$ cat src/rtl/burst_capture_buf.sv
// Burst capture buffer: fills DEPTH samples, publishes their sum, then drains
// them oldest-first over a valid/ready stream. Fill and drain never overlap.
module burst_capture_buf #(
  parameter int DW    = 4,
  parameter int DEPTH = 8,
  localparam int AW   = $clog2(DEPTH),
  localparam int SW   = DW + AW
) (
  input  logic          clk,
  input  logic          rstn,
  input  logic          enable,
  input  logic          in_valid,
  input  logic [DW-1:0] in_data,
  output logic          out_valid,
  input  logic          out_ready,
  output logic [DW-1:0] out_data,
  output logic          out_last,
  output logic [SW-1:0] burst_sum,
  output logic          sum_valid,
  output logic          drop,
  output logic          busy
);

  typedef enum logic [1:0] {IDLE, FILL, DRAIN} state_t;

  localparam logic [AW-1:0] PTR_ONE  = AW'(1);
  localparam logic [AW-1:0] PTR_LAST = AW'(DEPTH - 1);

  state_t          state_q, state_d;
  logic [AW-1:0]   wr_ptr_q, wr_ptr_d;
  logic [AW-1:0]   rd_ptr_q, rd_ptr_d;
  logic [SW-1:0]   acc_q, acc_d;
  logic [SW-1:0]   burst_sum_q, burst_sum_d;
  logic            sum_valid_q, sum_valid_d;
  logic            drop_q, drop_d;
  logic [DW-1:0]   mem_q [DEPTH];
  logic [DW-1:0]   mem_d [DEPTH];

  logic handshake;

  // Outputs derive from the state flop so out_valid falls with async reset.
  assign out_valid = (state_q == DRAIN);
  assign out_data  = out_valid ? mem_q[rd_ptr_q] : '0;
  assign out_last  = out_valid && (rd_ptr_q == PTR_LAST);
  assign handshake = out_valid && out_ready;
  assign burst_sum = burst_sum_q;
  assign sum_valid = sum_valid_q;
  assign drop      = drop_q;
  assign busy      = (state_q != IDLE);

  always_comb begin
    state_d     = state_q;
    wr_ptr_d    = wr_ptr_q;
    rd_ptr_d    = rd_ptr_q;
    acc_d       = acc_q;
    burst_sum_d = burst_sum_q;
    sum_valid_d = 1'b0;
    drop_d      = 1'b0;
    mem_d       = mem_q;

    unique case (state_q)
      IDLE: begin
        drop_d = in_valid;
        if (enable) begin
          state_d  = FILL;
          wr_ptr_d = '0;
          acc_d    = '0;
        end
      end
      FILL: begin
        // Enable is checked first: a dropped enable aborts even with a sample present.
        if (!enable) begin
          drop_d   = in_valid;
          wr_ptr_d = '0;
          acc_d    = '0;
          state_d  = IDLE;
        end else if (in_valid) begin
          mem_d[wr_ptr_q] = in_data;
          wr_ptr_d        = wr_ptr_q + PTR_ONE;
          acc_d           = acc_q + SW'(in_data);
          if (wr_ptr_q == PTR_LAST) begin
            burst_sum_d = acc_q + SW'(in_data);
            sum_valid_d = 1'b1;
            rd_ptr_d    = '0;
            state_d     = DRAIN;
          end
        end
      end
      DRAIN: begin
        drop_d = in_valid;
        if (handshake) begin
          rd_ptr_d = rd_ptr_q + PTR_ONE;
          if (out_last) begin
            wr_ptr_d = '0;
            acc_d    = '0;
            state_d  = enable ? FILL : IDLE;
          end
        end
      end
      default: state_d = IDLE;
    endcase
  end

  always_ff @(posedge clk or negedge rstn) begin
    if (!rstn) begin
      state_q     <= IDLE;
      wr_ptr_q    <= '0;
      rd_ptr_q    <= '0;
      acc_q       <= '0;
      burst_sum_q <= '0;
      sum_valid_q <= 1'b0;
      drop_q      <= 1'b0;
      for (int i = 0; i < DEPTH; i++) mem_q[i] <= '0;
    end else begin
      state_q     <= state_d;
      wr_ptr_q    <= wr_ptr_d;
      rd_ptr_q    <= rd_ptr_d;
      acc_q       <= acc_d;
      burst_sum_q <= burst_sum_d;
      sum_valid_q <= sum_valid_d;
      drop_q      <= drop_d;
      mem_q       <= mem_d;
    end
  end

endmodule

$ cat config.mk
export PLATFORM = sky130hd
export DESIGN_NAME = burst_capture_buf
export DESIGN_NICKNAME = d
export VERILOG_FILES = /design/src/rtl/burst_capture_buf.sv
export SDC_FILE = /design/constraint.sdc
export NUM_CORES = 1
export LEC_CHECK = 0
export BUFFER_PORTS_ARGS = -buffer_cell sky130_fd_sc_hd__buf_2
export CAP_MARGIN = 0
export CORE_MARGIN = 2
export CORE_UTILIZATION = 53
export DETAILED_ROUTE_END_ITERATION = 7
export PLACE_DENSITY = 0.86
export SLEW_MARGIN = 20
export SYNTH_ARGS = -nofsm -noshare
export SYNTH_HDL_FRONTEND = slang
export SYNTH_SLANG_ARGS = --single-unit
$ cat constraint.sdc
create_clock -name clk -period 1.75 [get_ports clk]
set_input_delay 0.35 -clock clk [delete_from_list [all_inputs] [get_ports clk]]
set_output_delay 0.35 -clock clk [all_outputs]
set_load 0.1 [all_outputs]
[Word-level counts from Yosys, hierarchy flattened]
Index checks and enable logic that the tools add are counted.
Operators by class
  reductions and logical operators: 13
  eq/ne operators: 12
  $add $sub $neg: 3
  mux-type cells: 38
  order comparisons: 3
  bitwise gates (word level): 2
Operator list (count)
  $mux W7: 5
  $bwmux W32: 1
  $mux W3: 9
  $pmux W7 S3: 1
  $mux W4: 4
  $reduce_and A5 Y1: 3
  $bmux W4 S3: 1
  $demux W4 S3: 1
  $mux W2: 6
  $pmux W3 S3: 1
  $ge A4 B4 Y1 const B: 2
  $ne A2 B2 Y1 const B: 4
  $not A3 Y4: 2
  $add A7 B4 Y7: 1
  $add A3 B1 Y3 const B: 2
  $eq A3 B3 Y1 const B: 2
  $mux W1: 6
  $ne A3 B3 Y1 const B: 2
  $pmux W2 S3: 1
  $pmux W3 S2: 1
  $lt A4 B1 Y1 const B: 1
  $ne A2 B1 Y1 const B: 2
  $reduce_and A4 Y1: 1
  $reduce_bool A2 Y1: 2
  8 further kinds: 10
Word-level totals
  output and inout bits: 16
  logic and storage cells: 86
  bits in registers: 56
  input port bits: 9

[Longest topological paths before layout]
  depth in word-level cells: 6
  depth in mapped cells: 7
  gate-level depth less buffers: 7

[Worst setup path before layout]
Ideal clock, no wire load.
  path type: register to output
  from: register state_q[1]
  to: output out_last
  path slack: -0.834 ns
  data arrival time: 2.234 ns
  data required time: 1.400 ns
  stages on the path, launching flop included: 4
  path buffers: 0
  cell sequence: dfrtp_1 -> or2b_1 -> inv_1 -> and2_1
On the way
  cells in the longest elaborated chain, start to end: 2
RTL lines
  from (decl): line 29  | state_t state_q, state_d;
  from (signal assigned): line 115  | state_q <= state_d;
  $eq A2 B2 Y1: line 42  | assign out_valid = (state_q == DRAIN);
  via out_valid: line 14  | output logic out_valid,
  $logic_and A1 B1 Y1: line 44  | assign out_last = out_valid && (rd_ptr_q == PTR_LAST);
  to (decl): line 17  | output logic out_last,
The timed path passes the listed nets, and every way through them passes these cells.

[Worst setup path in the final report]
  from: register rd_ptr_q[0]
  to: output out_data[1]
On the way
  cells in the longest elaborated chain, start to end: 5
RTL lines
  from (decl): line 31  | logic [AW-1:0] rd_ptr_q, rd_ptr_d;
  from (signal assigned): line 117  | rd_ptr_q <= rd_ptr_d;
  $not A3 Y4 (implied by the code): line 43  | assign out_data = out_valid ? mem_q[rd_ptr_q] : '0;
  $bmux W4 S3: line 43
  $mux W4 (implied by the code) (2 in series): line 43
  $mux W4: line 43
  to (decl): line 16  | output logic [DW-1:0] out_data,
No other way between the ends. The select of a mux whose other input is x is not followed.

==> reports/metrics.cfg <==
[place]
globalplace.congestion=0.805
hpwl_mm=4.21
dpl_cell_area_um2=3250
io_buffer_count=24

[run]
maxCapViolations=0

[synth]
synth_enable_flop_cells=0
syn-num-nets=244
synthFlopType=dfrtp_1
yosysSeqAreaShare=0.500
synthArstFlopShare=1.00
yosys_register_bits=56
syn_inst=226
synth_cell_types=45
yosys_warnings=0
synth_area_um2=2800
synth.avg_cell_area_um2=12.4

[route]
viasPerCell=5.91
post_drt_wl_per_cell_um=21.2
postRouteAntennaNets=0
first_pass_iters=4
wirelength_mm=7.56
vias=2111
drt_iter0_markers=251
remaining_drc_errors=0

[worst_setup_path]
path_class=reg2out
end_kind=output port
cp_data_required_time_ns=1.40
worstPathArrival_ns=1.84
crit_path_start_kind=register
cp_max_fo=9

[sta]
tightest_slew_ns=0.492
tns_ns=-2.75
finalClockSkew_ns=0.0128
max_freq_mhz=456
setup_viol=17
max-slew-margin-rel=0.674
min_period_ns=2.19
final_hold_viol_count=1
timing.final.ws_setup_ns=-0.443
post-route-period-util=1.25
hold_slack_ns=-0.00297
slew_viol_final=0
rsz0062_at_grt=yes

[outcome]
status=finished, violations left
violations=negative hold slack, negative setup slack

[global_routing]
antenna_found_initial=0
grtUsageTotal=0.230
grt_max_degree=57
grt_pass1_vias=2021
grt_first_pass_wirelength_mm=10.4
overflow=0

[floorplan]
core_um2=5110
start_util=0.549
pin_count=25
dieArea_um2=5880
num_rows=26
die_x_um=76.7
die_h_um=76.7

[cells_and_area]
finalNetCount=304
fillers=298
num_antenna_cells=0
final_area_um2=3660
layout-drive-gt1-share=0.484
area_growth_pct=30.7

[clock_network]
hold_buffers=0
cts_inserted_buffers=5
path_clk_slew_ns=0.10
htree_levels=2
clock-sinks=56
cts_tree=done
cts_root_buf=clkbuf_8
clkLatencyLatePin_ns=0.32
cts_buffer_depth=2

[min_path]
hp-class=in2async

[power]
p_per_area_nw_per_um2=721
ir_drop_uv=378
finalPower_mw=2.64
p_leak_nw=1.69

state kept, by name (all words and copies together) (netlist names):
register,count
state_q,2
drop,1
mem_q,32
sum_valid,1
acc_q,7
burst_sum,7
wr_ptr_q,3
rd_ptr_q,3
worst max-delay path, cell delays in order (launching register included):
cell,delay [ns]
dfrtp_1,0.41
buf_12,0.16
mux4_2,0.51
mux2i_2,0.22
nor2_4,0.06
buf_12,0.16
cell usage in the layout, fill, tap and decap left out, types with 4 or more instances in the layout:
cell and instances:
buf_12 11, buf_2 17, buf_6 4, mux4_2 8
clkbuf_8 5, o21ai_0 12, a21oi_1 4, nor2_4 4
dfrtp_1 55, buf_4 29, nand2_1 28, mux2_2 27
nand3_1 8, inv_1 8, ha_1 6
cells in the mapped netlist, types with 3 or more instances:
cell type | n | area, µm²
inv_1 | 9 | 33.8
and2_1 | 3 | 18.8
nor2_1 | 7 | 26.3
buf_2 | 4 | 20.0
mux2i_1 | 5 | 50.1
ha_1 | 8 | 100
dfrtp_1 | 56 | 1400
nand3_1 | 8 | 40.0
o21ai_0 | 16 | 80.1
mux2_2 | 30 | 338
nand2_1 | 29 | 109
mux4_2 | 8 | 180
a21oi_1 | 4 | 20.0
routing by layer:
metal	wire length (µm)	vias up	track usage	part of all wire
met4	232	0	0.0855	0.031
met2	3920	84	0.381	0.52
met3	331	23	0.0341	0.044
met1	3070	1076	0.309	0.41
li1	-	928	-	-
met5	0	-	0	0
worst paths after layout:
path                               from            to  slack [ns]  cells past startpoint
min reg2reg                burst_sum[1]  burst_sum[1]        0.50                      2
max                         rd_ptr_q[0]   out_data[1]       -0.44                      5
min in group clk              out_ready   rd_ptr_q[1]        0.33                      3
max reg2reg                 rd_ptr_q[0]      acc_q[1]       -0.12                      9
min                                rstn      acc_q[6]      -0.003                      2
max in group asynchronous          rstn   wr_ptr_q[0]        1.47                      2
kinds of logic after synthesis:
logic type / Yosys count / share of synthesized area
AND/OR/NAND/NOR: 63 / 0.136
flip-flops: 56 / 0.500
multiplexers: 43 / 0.203
AO/OA/AOI/OAI: 34 / 0.0764
buffers and inverters: 17 / 0.0295
adder cells (fa/ha/maj): 9 / 0.0429
XOR/XNOR: 4 / 0.0125
power by group:
group	total, mW	internal (mW)	switching [mW]
clock network	0.743	0.285	0.458
logic	0.452	0.209	0.243
registers	1.45	1.38	0.0656
total	2.64	1.87	0.767
through the flow:
| step | util | setup WS (ns) | std cells |
|---|---|---|---|
| final | 0.717 | -0.443 | 357 |
| after global routing | 0.717 | -0.479 | 357 |
| after CTS | 0.686 | -0.430 | 347 |
| after detailed placement | 0.636 | -0.235 | 336 |
| after global placement | 0.636 | -0.177 | 336 |
| after floorplan | - | -0.217 | 226 |
area by class of cell:
cell class | instances | area, µm² | area share
clock buffer | 5 | 68.8 | 0.0188
clock inverter | 3 | 23.8 | 0.00649
inverter | 9 | 37.5 | 0.0102
multi-input combinational | 153 | 1470 | 0.402
sequential | 56 | 1400 | 0.383
tap | 70 | 87.6 | 0.0239
timing repair buffer | 61 | 568 | 0.155
what timing repair did:
| item | CTS | global route |
|---|---|---|
| cloned | 1 | 0 |
| gates resized for setup | 37 | 17 |
| endpoints found under the hold margin | 0 | 0 |
| pin swaps | 2 | 3 |
| setup buffers | 2 | 10 |
| setup endpoints to repair | 19 | 32 |
No activity file was read; power rests on OpenSTA's default activity.
